--- src/rtl/clock_display_scanner_if.sv ---
// Display scanner bundle: binary time fields and mode controls in, multiplexed 7-segment drive out.
// master = upstream time handler / test driver, slave = the scanner itself.
// Ports: disp_hour/min/sec (8b), hour12, pm, blink_field (2b) -> ; <- an (6b one-hot), seg (7b), dp.
interface clock_display_scanner_if;
    logic [7:0] disp_hour;
    logic [7:0] disp_min;
    logic [7:0] disp_sec;
    logic       hour12;
    logic       pm;
    logic [1:0] blink_field;
    logic [5:0] an;
    logic [6:0] seg;
    logic       dp;

    modport master (
        output disp_hour, disp_min, disp_sec, hour12, pm, blink_field,
        input  an, seg, dp
    );

    modport slave (
        input  disp_hour, disp_min, disp_sec, hour12, pm, blink_field,
        output an, seg, dp
    );
endinterface

--- src/rtl/clock_display_scanner.sv ---
// Six-digit HH MM SS 7-segment scanner with per-frame input snapshot, colon/PM dots, blanking and field blink.
// Latency: an/seg/dp registered one cycle after the digit index; inputs reach the display within 6*SCAN_DIV+1 cycles.
// No backpressure: free-running scan; ports clk, reset (async, active-high), dif (slave modport of clock_display_scanner_if).
module clock_display_scanner #(
    parameter int SCAN_DIV  = 50000,
    parameter int BLINK_DIV = 25000000
) (
    input  logic                     clk,
    input  logic                     reset,
    clock_display_scanner_if.slave   dif
);

    localparam int SW = (SCAN_DIV  > 1) ? $clog2(SCAN_DIV)  : 1;
    localparam int BW = (BLINK_DIV > 1) ? $clog2(BLINK_DIV) : 1;
    localparam logic [SW-1:0] SCAN_LAST  = SW'(SCAN_DIV - 1);
    localparam logic [BW-1:0] BLINK_LAST = BW'(BLINK_DIV - 1);

    typedef enum logic {PRIME, SCAN} state_t;

    // One field of the snapshot: dash marks an out-of-range (>99) value.
    typedef struct packed {
        logic       dash;
        logic [3:0] tens;
        logic [3:0] units;
    } bcd_t;

    function automatic bcd_t to_bcd(input logic [7:0] v);
        bcd_t r;
        r.dash  = (v > 8'd99);
        r.tens  = r.dash ? 4'd0 : 4'(v / 8'd10);
        r.units = r.dash ? 4'd0 : 4'(v % 8'd10);
        return r;
    endfunction

    function automatic logic [6:0] seg_of(input logic [3:0] b);
        logic [6:0] s;
        case (b)
            4'd0:    s = 7'h3F;
            4'd1:    s = 7'h06;
            4'd2:    s = 7'h5B;
            4'd3:    s = 7'h4F;
            4'd4:    s = 7'h66;
            4'd5:    s = 7'h6D;
            4'd6:    s = 7'h7D;
            4'd7:    s = 7'h07;
            4'd8:    s = 7'h7F;
            4'd9:    s = 7'h6F;
            default: s = 7'h00;
        endcase
        return s;
    endfunction

    state_t        state;
    logic [2:0]    d;
    logic [SW-1:0] scan_cnt;
    logic [BW-1:0] blink_cnt;
    logic          blink_phase;

    bcd_t          snap_hour;
    bcd_t          snap_min;
    bcd_t          snap_sec;
    logic          snap_sec_odd;
    logic          snap_pm;

    logic [5:0]    an_q;
    logic [6:0]    seg_q;
    logic          dp_q;

    // Next-cycle display drive for digit d.
    bcd_t          cur;
    logic [1:0]    field_code;
    logic [3:0]    digit_val;
    logic          blank;
    logic [5:0]    nxt_an;
    logic [6:0]    nxt_seg;
    logic          nxt_dp;

    always_comb begin
        cur        = snap_hour;
        field_code = 2'b11;
        digit_val  = 4'd0;
        blank      = 1'b0;
        nxt_an     = 6'b000001 << d;
        nxt_seg    = 7'h00;
        nxt_dp     = 1'b0;

        case (d)
            3'd0, 3'd1: begin cur = snap_hour; field_code = 2'b11; end
            3'd2, 3'd3: begin cur = snap_min;  field_code = 2'b10; end
            default:    begin cur = snap_sec;  field_code = 2'b01; end
        endcase

        // Odd digit positions are the units of their field.
        digit_val = d[0] ? cur.units : cur.tens;
        nxt_seg   = cur.dash ? 7'h40 : seg_of(digit_val);

        case (d)
            3'd1, 3'd3: nxt_dp = ~snap_sec_odd;      // colon blinks with the seconds
            3'd5:       nxt_dp = dif.hour12 & snap_pm;
            default:    nxt_dp = 1'b0;
        endcase

        blank = (blink_phase && (dif.blink_field != 2'b00) && (dif.blink_field == field_code))
              || ((d == 3'd0) && dif.hour12 && !snap_hour.dash && (snap_hour.tens == 4'd0));

        // Blanked digits keep their anode enabled so the scan duty stays uniform.
        if (blank) begin
            nxt_seg = 7'h00;
            nxt_dp  = 1'b0;
        end
    end

    // Blink timebase runs independently of the scan and of blink_field changes.
    always_ff @(posedge clk or posedge reset) begin
        if (reset) begin
            blink_cnt   <= '0;
            blink_phase <= 1'b0;
        end else if (blink_cnt == BLINK_LAST) begin
            blink_cnt   <= '0;
            blink_phase <= ~blink_phase;
        end else begin
            blink_cnt   <= blink_cnt + 1'b1;
        end
    end

    always_ff @(posedge clk or posedge reset) begin
        if (reset) begin
            state        <= PRIME;
            d            <= 3'd0;
            scan_cnt     <= '0;
            snap_hour    <= '0;
            snap_min     <= '0;
            snap_sec     <= '0;
            snap_sec_odd <= 1'b0;
            snap_pm      <= 1'b0;
            an_q         <= 6'd0;
            seg_q        <= 7'd0;
            dp_q         <= 1'b0;
        end else begin
            case (state)
                PRIME: begin
                    snap_hour    <= to_bcd(dif.disp_hour);
                    snap_min     <= to_bcd(dif.disp_min);
                    snap_sec     <= to_bcd(dif.disp_sec);
                    snap_sec_odd <= dif.disp_sec[0];
                    snap_pm      <= dif.pm;
                    d            <= 3'd0;
                    scan_cnt     <= '0;
                    an_q         <= 6'd0;
                    seg_q        <= 7'd0;
                    dp_q         <= 1'b0;
                    state        <= SCAN;
                end
                default: begin
                    an_q  <= nxt_an;
                    seg_q <= nxt_seg;
                    dp_q  <= nxt_dp;
                    if (scan_cnt == SCAN_LAST) begin
                        scan_cnt <= '0;
                        if (d == 3'd5) begin
                            // Frame boundary: the only point where new time values are taken.
                            d            <= 3'd0;
                            snap_hour    <= to_bcd(dif.disp_hour);
                            snap_min     <= to_bcd(dif.disp_min);
                            snap_sec     <= to_bcd(dif.disp_sec);
                            snap_sec_odd <= dif.disp_sec[0];
                            snap_pm      <= dif.pm;
                        end else begin
                            d <= d + 3'd1;
                        end
                    end else begin
                        scan_cnt <= scan_cnt + 1'b1;
                    end
                end
            endcase
        end
    end

    assign dif.an  = an_q;
    assign dif.seg = seg_q;
    assign dif.dp  = dp_q;

endmodule

--- src/flat_wrapper.sv ---
// flat-port wrapper written by rule: the top's interface ports become plain ports
module clock_display_scanner_flat 
#(
    parameter int SCAN_DIV  = 50000,
    parameter int BLINK_DIV = 25000000
)
  (clk, reset, dif_disp_hour, dif_disp_min, dif_disp_sec, dif_hour12, dif_pm, dif_blink_field, dif_an, dif_seg, dif_dp);
  clock_display_scanner_if dif_i ();
  input  logic clk;
  input  logic reset;
  input wire logic [$bits(dif_i.disp_hour)-1:0] dif_disp_hour;
  input wire logic [$bits(dif_i.disp_min)-1:0] dif_disp_min;
  input wire logic [$bits(dif_i.disp_sec)-1:0] dif_disp_sec;
  input wire logic [$bits(dif_i.hour12)-1:0] dif_hour12;
  input wire logic [$bits(dif_i.pm)-1:0] dif_pm;
  input wire logic [$bits(dif_i.blink_field)-1:0] dif_blink_field;
  output wire logic [$bits(dif_i.an)-1:0] dif_an;
  output wire logic [$bits(dif_i.seg)-1:0] dif_seg;
  output wire logic [$bits(dif_i.dp)-1:0] dif_dp;
  assign dif_i.disp_hour = dif_disp_hour;
  assign dif_i.disp_min = dif_disp_min;
  assign dif_i.disp_sec = dif_disp_sec;
  assign dif_i.hour12 = dif_hour12;
  assign dif_i.pm = dif_pm;
  assign dif_i.blink_field = dif_blink_field;
  assign dif_an = dif_i.an;
  assign dif_seg = dif_i.seg;
  assign dif_dp = dif_i.dp;
  clock_display_scanner #(.SCAN_DIV(SCAN_DIV), .BLINK_DIV(BLINK_DIV)) u_core (.clk(clk), .reset(reset), .dif(dif_i));
endmodule
--- config.mk ---
export PLATFORM = sky130hd
export DESIGN_NAME = clock_display_scanner_flat
export DESIGN_NICKNAME = d
export VERILOG_FILES = /design/src/rtl/clock_display_scanner_if.sv /design/src/rtl/clock_display_scanner.sv /design/src/flat_wrapper.sv
export SDC_FILE = /design/constraint.sdc
export NUM_CORES = 1
export LEC_CHECK = 0
export CORE_ASPECT_RATIO = 1.25
export CORE_MARGIN = 5
export CORE_UTILIZATION = 60
export CTS_CLUSTER_DIAMETER = 100
export DETAILED_ROUTE_END_ITERATION = 10
export PLACE_DENSITY = 0.87
export SETUP_SLACK_MARGIN = 0.02
export SLEW_MARGIN = 15
export SYNTH_ARGS = -nofsm -noshare
export SYNTH_HDL_FRONTEND = slang
export SYNTH_SLANG_ARGS = --single-unit
--- constraint.sdc ---
create_clock -name clk -period 6.5 [get_ports clk]
set_input_delay 1.3 -clock clk [delete_from_list [all_inputs] [get_ports clk]]
set_output_delay 1.3 -clock clk [all_outputs]
set_load 0.005 [all_outputs]
# Word-level counts from Yosys, hierarchy flattened
# Memories as Yosys holds them, arrays and structs flattened.
# Index checks and enable logic that the tools add are counted.
dict set report classes {
  n_addsub 3
  n_div 6
  magnitude_cmp 3
  eq_ne 9
  shift 1
  mux 37
  n_bitwise 3
  n_reduce_logical 14
}
# cell n
set op_table {}
lappend op_table {{$mux W9} 9}
lappend op_table {{$mux W16} 2}
lappend op_table {{$mux W4} 7}
lappend op_table {{$add A25 B1 Y25 const B} 1}
lappend op_table {{$eq A25 B25 Y1 const B} 1}
lappend op_table {{$mux W25} 1}
lappend op_table {{$div A8 B4 Y8 const B} 3}
lappend op_table {{$gt A8 B7 Y1 const B} 3}
lappend op_table {{$mod A8 B4 Y8 const B} 3}
lappend op_table {{$mux W7} 3}
lappend op_table {{$pmux W9 S2} 1}
lappend op_table {{$add A16 B1 Y16 const B} 1}
lappend op_table {{$eq A16 B16 Y1 const B} 1}
lappend op_table {{$mux W3} 3}
lappend op_table {{$mux W1} 8}
lappend op_table {{$eq A3 B2 Y1 const B} 2}
lappend op_table {{$mux W6} 1}
lappend op_table {{$reduce_or A2 Y1} 3}
lappend op_table {{$shl A1 B3 Y6 const A} 1}
lappend op_table {{$logic_and A1 B1 Y1} 5}
lappend op_table {{$logic_not A4 Y1} 1}
lappend op_table {{$ne A2 B2 Y1 const B} 2}
lappend op_table {{$pmux W2 S2} 1}
lappend op_table {{$add A3 B1 Y3 const B} 1}
lappend op_table {{other kinds (11)} 12}
dict set report word_totals {
  regBits 89
  mem_bits_ro 112
  input_bits 30
  output_inout_bits 14
  elab_cells 96
  mem_count 1
}
# name words word_bits rd rd_ports_with_merged_regs wr line_no
set memory_table {}
lappend memory_table {{(no name shown)} 16 7 1 0 0 clock_display_scanner.sv:37} ;# case (b)

# Logic depth before layout (Yosys ltp)
dict set report depth {
  depth_word 8
  ltp_mapped 14
  mapped_depth_nobuf 13
}

# Worst setup path before layout
# No wires, ideal clock.
dict set report synth_timing {
  path_kind {input -> register}
  start {input port dif_disp_hour[6]}
  end {register u_core.snap_hour[3] (netlist bit)}
  setup_time_ns 0.121
  t_arrival_ns 3.504
  required_ns 6.379
  setup_slack_ns 2.875
  path_stages 13
  n_path_buf 1
  path_cell_list {buf_2 > and4bb_1 > a221o_2 > or3_1 > a21oi_1 > a211oi_1 > xnor2_1 > ha_1 > inv_1 > o221ai_1 > a32oi_1 > xnor2_1 > a22o_1}
}
dict set report synth_via {
  elab_chain_len 5
  elab_cells_between_ends 6
  classes_between {div: 1; order compare: 1; mux: 4}
}
# item line_no
set synth_lines {}
lappend synth_lines {{start: declaration} flat_wrapper.sv:11} ;# input wire logic [$bits(dif_i.disp_hour)-1:0] dif_disp_hour;
lappend synth_lines {{$mod A8 B4 Y8 / $gt A8 B7 Y1 (equally long branches)} {clock_display_scanner.sv:31, clock_display_scanner.sv:29}}
lappend synth_lines {{$mux W4 *} clock_display_scanner.sv:31} ;# r.units = r.dash ? 4'd0 : 4'(v % 8'd10);
lappend synth_lines {{$mux W9} clock_display_scanner.sv:160} ;# if (d == 3'd5) begin
lappend synth_lines {{$mux W9} clock_display_scanner.sv:158} ;# if (scan_cnt == SCAN_LAST) begin
lappend synth_lines {{$mux W9 *} clock_display_scanner.sv:140} ;# case (state)
lappend synth_lines {{end signal: assignment} clock_display_scanner.sv:142} ;# snap_hour <= to_bcd(dif.disp_hour);
lappend synth_lines {{end signal: assignment} clock_display_scanner.sv:163} ;# snap_hour <= to_bcd(dif.disp_hour);
lappend synth_lines {{end: declaration} clock_display_scanner.sv:59} ;# bcd_t snap_hour;
# Every way passes the cells marked *; elsewhere a longest branch is shown, timed or not. The select of a mux whose other input is x is not followed.
# A chain may end at the register's enable or synchronous reset.

# Worst setup path after layout
dict set report layout_timing {
  start {input port dif_disp_hour[3]}
  end {register u_core.snap_hour[3] (netlist bit)}
}
# Same word-level chain as after synthesis.

==> run_results.csv <==
group,metric,value,unit
run_status,status,"finished, final reports clean",
cells_and_area,final_cell_area,0.00646,mm²
critical_path,cp_max_fo,21,
floorplanning,core_area,0.00951,mm²
synth,synth_top_family_by_area,"simple AND/OR/NAND/NOR gates",
sta,fin_setup_tns,0,ns
cts,cts_tree,"done",
placed_design,dpl_cell_area,0.00620,mm²
critical_path,max_stage_delay,0.96,ns
sta,hold_ws,0.457,ns
hold_path,worstHoldEndpoint,"u_core.scan_cnt[0]$_DFF_PP0_",
floorplanning,initial_core_util,60.5,%
grt,grt_pass1_wl,21900,µm
floorplanning,io_pins,44,
floorplanning,dieArea,0.0117,mm²
floorplanning,die_h,120,µm
cts,clk_root_buffer_cell,"clkbuf_16",
synth,ys_types,73,
sta,hold_violations,0,
cells_and_area,nets,729,
synth,muxShareOfSynthArea,4.13,%
sta,rsz0062_at_grt,"no",
synth,synth_flop_cell,"dfrtp_1",
critical_path,reg2reg_slack,3.75,ns
sta,worst_pin_slew,0.936,ns
flow_run,maxCapViolations,0,
pwr,p_per_area,202,mW/mm²
cts,cts-resized-gates,0,
floorplanning,die_x,97.6,µm
critical_path,critPathMostFrequentCell,"xnor2_1",
grt,track_usage,22.7,%
sta,fin_crit_sh,65.8,%
sta,setup_violations,0,
routing,viasPerCell,6.03,
synth,synth_edf_count,0,
pwr,power_leakage,2.76,nW
sta,fmax,0.234,GHz
critical_path,critPathLaunchType,"input port",
cts,cts_setup_buffers,0,
routing,antenna_left,0,
synth,syn_avg_cell_area,8.61,µm²
synth,synthAdderAreaFrac,2.91,%
critical_path,reg2reg_depth,6,
hold_path,min-delay-start,"u_core.scan_cnt[0]$_DFF_PP0_",
pwr,clkPwrFrac,35.8,%
pwr,p_int,959,µW
cells_and_area,nFillCells,719,
hold_path,min_path_cells,1,
cts,cts_num_sinks,89,
cts,hold_buffers,0,
cells_and_area,area_growth,12.2,%
routing,routed_wl,12600,µm
synth,synthXorXnorAreaFrac,7.91,%
pwr,power_frac_seq,45.6,%
pwr,switching_share,26.5,%
routing,wl_per_cell,15.4,µm
synth,synthCells,669,
synth,yosysSeqAreaShare,38.7,%
hold_path,hp-class,"reg -> reg",
routing,first_iter_violations,189,
synth,synth_compound_area_share,16.8,%
critical_path,cp_slowest_cell,"clkdlybuf4s50_1",
routing,vias,4926,
synth,synthesis.nets,710,
placed_design,place.gp.congestion,0.854,
synth,syn_area,0.00576,mm²
routing,detail_route.first_pass.iterations,7,
sta,drv_slew,0,
pwr,p_sw,345,µW
cts,cts_buffers,9,
sta,skew,0.00527,ns
pwr,worst_ir_drop_vdd,112,µV
critical_path,cp_cell_sequence,"clkdlybuf4s50_1 -> nand3b_1 -> a21oi_2 -> o21ai_1 -> nand2_1 -> a21oi_1 -> a211oi_1 -> xnor2_1 -> ha_1 -> inv_1 -> o221ai_1 -> a32oi_1 -> xnor2_1 -> a22o_1",
cts,clk_pin_slew_worst_paths,0.06,ns
critical_path,endpoint_kind,"flip-flop",
critical_path,critPathRequiredTime,6.73,ns
cts,cts_buffer_depth,2,
critical_path,crit_family,"compound AO/OA/AOI/OAI gates",
grt,antenna_found_initial,0,
placed_design,numPortBuffers,43,
critical_path,critPathKind,"in -> reg",
critical_path,critPathArrivalTime,4.51,ns
sta,max-slew-margin-rel,37.6,%
critical_path,worst-path-buf-inv,2,
critical_path,r2r_start,"u_core.d[1]$_DFFE_PP0P_",
cells_and_area,fin_cells,817,
placed_design,dp_cells,803,
routing,drc,0,
synth,synth-simple-area-share,24.7,%
synth,ys_warn_count,0,
grt,grt_max_degree,79,
cells_and_area,drive_gt1_share,5.21,%
synth,async_flop_share,100,%
cts,ctsHtreeMaxLevel,3,
placed_design,dp_hpwl,8980,µm
critical_path,r2r_end,"u_core.dif.seg[3]$_DFF_PP0_",
cells_and_area,antenna_cells,0,
grt,overflow,0,
cts,clk_latency,0.34,ns
pwr,power.share.combinational,18.6,%
floorplanning,num_rows,40,
synth,synth-seq-cells,89,
grt,grt_pass1_vias,4911,
sta,post-route-min-period,4.28,ns
final cells by class:
| type | count | area (µm²) | area share [%] |
|---|---|---|---|
| inverter | 26 | 98.8 | 1.53 |
| clock buffer | 14 | 264 | 4.09 |
| multi-input combinational | 515 | 3250 | 50.3 |
| timing repair buffer | 47 | 460 | 7.13 |
| tap | 126 | 158 | 2.44 |
| sequential | 89 | 2230 | 34.5 |
worst reg2reg max path: stages, from the launching register on:
cell and delay (ns):
dfrtp_1 0.76, mux2_2 0.43, mux4_2 0.53, inv_1 0.15, ha_1 0.26, or3_1 0.37, a21oi_1 0.17
Yosys cell counts, drive strengths merged, types with 7 or more instances:
library cell,n,share of area (%)
nor2,79,5.5
and3,11,1.2
clkbuf,19,1.2
a31oi,7,0.76
buf,20,1.9
nor2b,10,1.1
nor3,19,1.7
o21ai,34,3.0
or3,10,1.1
mux2,7,1.4
nand2,72,4.7
inv,26,1.7
mux2i,11,1.9
nand3,28,2.4
o21a,7,0.91
ha,11,2.4
xnor2,24,3.7
a21oi,27,2.4
nand2b,16,1.7
o22ai,7,0.87
xor2,28,4.3
nand3b,7,0.91
and2,8,0.87
dfrtp,89,39
kinds of logic after synthesis:
group                      Yosys count
AOI/OAI and AO/OA                  140
buffers and inverters               65
adders and majority gates           14
and+or+nand+nor                    288
muxes                               20
xor gates and xnor gates            52
other                                1
DFF                                 89
routing by layer:
metal	vias up	track usage, %	routed length [µm]
li1	2386	-	-
met1	2371	25.9	4990
met2	120	39.6	6590
met3	49	4.53	458
met4	0	12.5	561
met5	-	0	0
cells in the final DEF, fill, tap and decap left out, drive strengths merged, types with 4 or more instances in the layout:
| master | instances |
|---|---|
| dfrtp | 89 |
| nor2 | 79 |
| nand2 | 72 |
| clkdlybuf4s50 | 43 |
| o21ai | 34 |
| xor2 | 28 |
| nand3 | 28 |
| a21oi | 27 |
| inv | 25 |
| xnor2 | 24 |
| nor3 | 19 |
| nand2b | 16 |
| clkbuf | 14 |
| and3 | 11 |
| mux2i | 11 |
| ha | 11 |
| nor2b | 10 |
| or3 | 10 |
| and2 | 8 |
| nand3b | 7 |
| o21a | 7 |
| a31oi | 7 |
| o22ai | 7 |
| mux2 | 7 |
| nand4 | 6 |
| a211oi | 6 |
| o31ai | 6 |
| or2 | 6 |
| o221ai | 5 |
| nor4b | 4 |
| a21boi | 4 |
| o2111ai | 4 |
| buf | 4 |
per-stage QoR:
step	power (mW)	setup WS, ns	util, %
3_5_place_dp	0.845	1.89	65.2
4_1_cts	1.31	2.23	67.9
6_report	1.30	2.22	67.9
3_3_place_gp	0.835	2.08	65.2
5_1_grt	1.38	1.97	67.9
2_1_floorplan	0.778	2.87	-
power by group through the flow:
stage,clock (mW),sequential [mW],combinational [mW]
after floorplan,0,0.598,0.180
after global placement,0,0.604,0.231
after detailed placement,0,0.604,0.241
after CTS,0.476,0.595,0.243
after global routing,0.506,0.597,0.273
final,0.467,0.595,0.242
sequential cells by signal (all words and copies together), names as in the netlist:
signal,cells
u_core.snap_sec,9
u_core.snap_hour,9
u_core.d,3
u_core.dif.dp,1
u_core.snap_sec_odd,1
u_core.snap_pm,1
u_core.dif.seg,7
u_core.snap_min,9
u_core.state,1
u_core.blink_cnt,25
u_core.blink_phase,1
u_core.dif.an,6
u_core.scan_cnt,16
worst max-delay path by stage:
| stage | cells after the start | to | slack [ns] | startpoint |
|---|---|---|---|---|
| 2_1_floorplan | 13 | u_core.snap_hour[3]$_DFFE_PP0P_ | 2.87 | dif_disp_hour[6] |
| 3_3_place_gp | 13 | u_core.snap_hour[3]$_DFFE_PP0P_ | 2.08 | dif_disp_hour[6] |
| 3_5_place_dp | 14 | u_core.snap_hour[3]$_DFFE_PP0P_ | 1.89 | dif_disp_hour[3] |
| 4_1_cts | 14 | u_core.snap_hour[3]$_DFFE_PP0P_ | 2.23 | dif_disp_hour[3] |
| 5_1_grt | 14 | u_core.snap_hour[3]$_DFFE_PP0P_ | 1.97 | dif_disp_hour[3] |
| 6_report | 14 | u_core.snap_hour[3]$_DFFE_PP0P_ | 2.22 | dif_disp_hour[3] |
Note: power is estimated with default switching activity, not from simulation.
